[src/rtl/fp16_to_int16_pipe.sv]
// fp16_to_int16_pipe: two-stage IEEE-754 binary16 -> signed int16 converter.
// Stage 1 unpacks the operand; stage 2 shifts, rounds, negates and saturates.
// Valid/ready handshake on both sides; the pipe never drops or duplicates data.
// Optional build macro: FP2I_ROUND_NEAREST_EN selects round-to-nearest-even
// instead of the default round-toward-zero.
module fp16_to_int16_pipe (
    input  logic        clk,
    input  logic        rst,
    input  logic        in_valid,
    output logic        in_ready,
    input  logic [15:0] in_data,
    output logic        out_valid,
    input  logic        out_ready,
    output logic [15:0] out_data,
    output logic        out_invalid,
    output logic        out_overflow,
    output logic        out_inexact
);

    localparam logic [1:0] CLS_ZERO = 2'd0;  // zero or subnormal
    localparam logic [1:0] CLS_NORM = 2'd1;
    localparam logic [1:0] CLS_INF  = 2'd2;
    localparam logic [1:0] CLS_NAN  = 2'd3;

    logic              s1_valid;
    logic              s1_sign;
    logic [10:0]       s1_sig;
    logic signed [5:0] s1_exp;   // unbiased exponent, -15..16
    logic [1:0]        s1_cls;

    logic       out_ld;
    logic [4:0] in_exp;
    logic [9:0] in_frac;
    logic [1:0] in_cls;

    // Output stage can take a new value when empty or being drained;
    // stage 1 can move whenever it is empty or its content moves on.
    assign out_ld   = !out_valid || out_ready;
    assign in_ready = !s1_valid || out_ld;

    assign in_exp  = in_data[14:10];
    assign in_frac = in_data[9:0];

    // Classify the incoming operand
    always_comb begin
        in_cls = CLS_NORM;
        if (in_exp == 5'd31)
            in_cls = (in_frac != 10'd0) ? CLS_NAN : CLS_INF;
        else if (in_exp == 5'd0)
            in_cls = CLS_ZERO;
    end

    // Stage 1 register: unpacked sign / significand / exponent / class
    always_ff @(posedge clk) begin
        if (rst) begin
            s1_valid <= 1'b0;
            s1_sign  <= 1'b0;
            s1_sig   <= '0;
            s1_exp   <= '0;
            s1_cls   <= CLS_ZERO;
        end else if (in_ready) begin
            s1_valid <= in_valid;
            s1_sign  <= in_data[15];
            s1_sig   <= {(in_exp != 5'd0), in_frac};
            s1_exp   <= $signed({1'b0, in_exp}) - 6'sd15;
            s1_cls   <= in_cls;
        end
    end

    logic [15:0] res;
    logic [15:0] mag;
    logic        res_inv;
    logic        res_ovf;
    logic        res_inx;
    logic [21:0] ext;      // {significand, 11 guard/sticky slots} after right shift
    logic [3:0]  rsh;
    logic [2:0]  lsh;
    logic        guard;
    logic        sticky;

    // Stage 2: shift, round, negate and saturate according to class
    always_comb begin
        res     = '0;
        mag     = '0;
        res_inv = 1'b0;
        res_ovf = 1'b0;
        res_inx = 1'b0;
        ext     = '0;
        rsh     = '0;
        lsh     = '0;
        guard   = 1'b0;
        sticky  = 1'b0;
        case (s1_cls)
            CLS_INF: begin
                res_inv = 1'b1;
                res     = s1_sign ? 16'h8000 : 16'h7FFF;
            end
            CLS_NAN: begin
                res_inv = 1'b1;
            end
            CLS_ZERO: begin
                res_inx = |s1_sig[9:0];
            end
            default: begin
                if (s1_exp >= 6'sd15) begin
                    // -32768 is the only representable value with E >= 15
                    if (s1_sign && s1_exp == 6'sd15 && s1_sig == 11'h400) begin
                        res = 16'h8000;
                    end else begin
                        res_ovf = 1'b1;
                        res     = s1_sign ? 16'h8000 : 16'h7FFF;
                    end
                end else if (s1_exp >= 6'sd10) begin
                    lsh = 3'(s1_exp - 6'sd10);
                    mag = {5'd0, s1_sig} << lsh;
                    res = s1_sign ? 16'(-mag) : mag;
                end else begin
                    if (s1_exp >= -6'sd1) begin
                        // E = -1 keeps the hidden bit as the guard bit
                        rsh    = 4'(6'sd10 - s1_exp);
                        ext    = {s1_sig, 11'd0} >> rsh;
                        mag    = {5'd0, ext[21:11]};
                        guard  = ext[10];
                        sticky = |ext[9:0];
                    end else begin
                        sticky = 1'b1;
                    end
                    res_inx = guard | sticky;
`ifdef FP2I_ROUND_NEAREST_EN
                    // ties to even; magnitude stays <= 1024, cannot overflow
                    mag = mag + {15'd0, guard & (sticky | mag[0])};
`endif
                    res = s1_sign ? 16'(-mag) : mag;
                end
            end
        endcase
    end

    // Output register: loads when empty or drained, holds under back-pressure
    always_ff @(posedge clk) begin
        if (rst) begin
            out_valid    <= 1'b0;
            out_data     <= '0;
            out_invalid  <= 1'b0;
            out_overflow <= 1'b0;
            out_inexact  <= 1'b0;
        end else if (out_ld) begin
            out_valid <= s1_valid;
            if (s1_valid) begin
                out_data     <= res;
                out_invalid  <= res_inv;
                out_overflow <= res_ovf;
                out_inexact  <= res_inx;
            end
        end
    end

endmodule

[config.mk]
export PLATFORM = sky130hd
export DESIGN_NAME = fp16_to_int16_pipe
export DESIGN_NICKNAME = d
export VERILOG_FILES = /design/src/rtl/fp16_to_int16_pipe.sv
export SDC_FILE = /design/constraint.sdc
export NUM_CORES = 1
export LEC_CHECK = 0
export CAP_MARGIN = 20
export CORE_UTILIZATION = 50
export CTS_BUF_LIST = sky130_fd_sc_hd__clkbuf_4 sky130_fd_sc_hd__clkbuf_8 sky130_fd_sc_hd__clkbuf_16
export DETAILED_ROUTE_END_ITERATION = 16
export HOLD_SLACK_MARGIN = 0.06
export PLACE_DENSITY = 0.72
export SETUP_SLACK_MARGIN = 0.5
export SKIP_LAST_GASP = 1
export SYNTH_ARGS = -nofsm -noshare
export SYNTH_HDL_FRONTEND = slang
export SYNTH_SLANG_ARGS = --single-unit
[constraint.sdc]
create_clock -name clk -period 3.81 [get_ports clk]
set_input_delay 0.9525 -clock clk [delete_from_list [all_inputs] [get_ports clk]]
set_output_delay 0.9525 -clock clk [all_outputs]
set_load 0.02 [all_outputs]
==> out/summary.txt <==
Post-synth net total - 537
H-tree Lvls - 2
Number of antenna violations at the first check in global routing - 0
Rel. slew slack - 61.45%
GPL Wtd Cong - 0.9026
Largest net degree at the start of global routing - 47
Drt wl/cell - 17.64 µm
Post-synth EDFFs - 0
Hold Violations, Final - 0
Count of inserted antenna diode cells - 0
Crit path cell chain - clkinv_1 > ha_1 > buf_4 > mux4_2 > or3_1 > or4_1 > nand3_1 > nand2_1 > o31ai_4 > o21ai_2 > o2bb2ai_1
Die area - 8134 µm²
Min-delay src - out_invalid
CTS clk-pin slew, worst paths - 0.09 ns
Post-route cell area - 4486 µm²
Worst path bufs/invs - 2
Core area - 7370 µm²
Combinational Power Share - 44.6%
Worst Tran Pin Value - 0.5783 ns
Final Max Slew Viols - 0
Clock Path Buffers - 2
Critical path data required time - 4.00 ns
Peak supply drop - 0.2073 mV
Final setup viols - 0
CP max stage cell - or3_1
Clk pwr share - 21.5%
Leakage - 1.686 nW
Status - completed
DR pass1 iterations - 5
CTS Buf Count - 5
Nets - 560
FFs w/ async S/R, synth - 0%
Commonest non-fill, non-tap cell in the layout - nand2_1
Fillers - 685
Mapped Area - 3889 µm²
CTS tree - yes
Period utilization - 81.90%
Overall Global Routing Usage - 27.69%
Synthesized instance count - 508
Setup tns final - 0 ns
Synth Warn # - 0
CP Data Arrival Time - 3.31 ns
Worst hold path type - register to register
WL final - 11.13 mm
# hold bufs at CTS - 0
Syn Area/Cell - 7.655 µm²
Clk_lat worst skew - 0.30 ns
Total of max-cap violations - 0
WHS - 0.4730 ns
Clk Tree Root Cell - clkbuf_8
Most frequent cells in the layout - nand2_1, a21oi_1, clkdlybuf4s50_1, dfxtp_1
Top Ports - 41
Flop2flop setup slack - 0.69 ns
Initial Util - 52.77%
Area grow syn2layout - 15.35%
Crit path max-delay family - simple AND/OR/NAND/NOR gates
Post-DP Area - 4345 µm²
Netlist cell types - 69
First DRT Iteration DRCs - 266
Register share of total power - 33.9%
GRT overflow - 0
Global-route wire length before repair - 18.35 mm
CP max stage delay - 0.42 ns
FF-to-FF Start - s1_exp[0]
Die span in y - 90.19 µm
Vias in the first global route - 3,744
ANT nets after route - 0
Skew final - 0.01365 ns
Cell Pwr Density - 326.5 nW/µm²
Worst Hold Endpoint - out_invalid
Total clock sinks - 41
Final Critical Period - 3.120 ns
Reg2Reg Depth - 11
Kind of critical path - register to register
Dpl hpwl - 8.233 mm
IO buf count - 40
Crit Path Max Fanout - 14
Hold Path Stages - 2
Register area share after synthesis - 21.11%
Ys flop type - dfxtp_1
Unrepaired setup endpoints after global routing - yes
Via count - 4,045
Switch share - 39.78%
Std cell rows - 31
Endpoint class of the critical path - register
Int Power - 0.8819 mW
Post-synthesis register bit count - 41
Post-DR vias/cell - 6.410
DRC - 0
Reg-to-Reg End - out_data[15]
CP startpoint kind - register
Peak Freq - 320.5 MHz
Switching pwr - 0.5827 mW
Die width - 90.19 µm
Share of cells above drive strength 1 - 13.35%
-- power by group through the flow --
stage,clock [mW],sequential (mW),combinational [mW]
2_1_floorplan,0,0.498,0.456
3_3_place_gp,0,0.502,0.615
3_5_place_dp,0,0.504,0.624
4_1_cts,0.323,0.494,0.628
5_1_grt,0.340,0.501,0.706
6_report,0.316,0.496,0.653
-- how the worst max path moves through the flow --
stage	start	depth (start not counted)	end
after detailed placement	out_ready	5	in_ready
after CTS	out_ready	5	in_ready
after floorplan	s1_exp[0]	16	out_data[10]
after global routing	s1_exp[0]	12	out_data[8]
after global placement	out_ready	5	in_ready
final	s1_exp[0]	11	out_data[15]
-- per-stage QoR --
step	std cells	setup slack (ns)	utilization (%)	power, mW
floorplan	508	0.5071	-	0.9542
global placement	621	0.5588	58.96	1.118
detailed placement	621	0.5354	58.96	1.128
CTS	629	0.5277	60.27	1.445
global route	631	0.4570	60.87	1.547
finish	631	0.6898	60.87	1.465
-- Yosys cell counts (6+ instances only) --
master,number,area (µm²)
and2_1,8,50.05
nor3_1,13,65.06
ha_1,9,112.6
mux2_2,6,67.56
clkbuf_1,25,93.84
mux4_2,14,315.3
a21oi_1,50,250.2
mux2i_1,19,190.2
nor4_1,8,50.05
dfxtp_1,41,820.8
nand3_1,13,65.06
buf_1,7,26.28
xnor2_1,6,52.55
a211oi_1,12,90.09
o21ai_0,38,190.2
xor2_1,12,105.1
nand2_1,68,255.2
buf_2,7,35.03
nand2b_1,7,43.79
inv_1,10,37.54
nor2b_1,7,43.79
a31oi_1,12,75.07
nor2_1,38,142.6
-- tightest hold or removal path, stage by stage (launching register included) --
cell	delay (ns)
dfxtp_1	0.32
nand2_1	0.06
a21oi_1	0.05
-- sequential cells by signal (all words and copies together) (netlist names) --
| name | flops |
|---|---|
| s1_cls | 2 |
| out_data | 16 |
| out_overflow | 1 |
| out_inexact | 1 |
| s1_valid | 1 |
| s1_sign | 1 |
| s1_exp | 6 |
| out_invalid | 1 |
| s1_sig | 11 |
| out_valid | 1 |
-- area by class of cell --
class,count,area (µm²),share of cell area (%)
inverters,13,48.80,1.088
clock inverters,2,13.76,0.3068
repair buffers,59,553.0,12.33
clock buffers,6,82.58,1.841
multi-input cells,411,2840,63.32
flip-flops and latches,41,823.3,18.35
well taps,99,123.9,2.762
-- kinds of logic after synthesis --
logic type / Yosys count / share of synthesized area, %
simple gates: 188 / 23.36
compound gates: 156 / 26.77
xor+xnor: 18 / 4.054
fa+ha+maj: 9 / 2.896
mux: 40 / 15.41
flops: 41 / 21.11
buf+inv: 56 / 6.403
-- timing repair --
item | CTS | global route
setup buffers | 0 | 2
resized for setup | 0 | 9
endpoints found under the setup margin | 0 | 9
-- per-layer routing --
metal / up-vias / wire length [µm] / part of all wire, % / GRT usage, %
met3: 34 / 556 / 5.0 / 3.215
met1: 1914 / 4739 / 43 / 34.89
met5: - / 0 / 0 / 0
met4: 0 / 381 / 3.4 / 11.29
li1: 1920 / - / - / -
met2: 177 / 5454 / 49 / 47.90
Power figures use the tool's default switching activity.
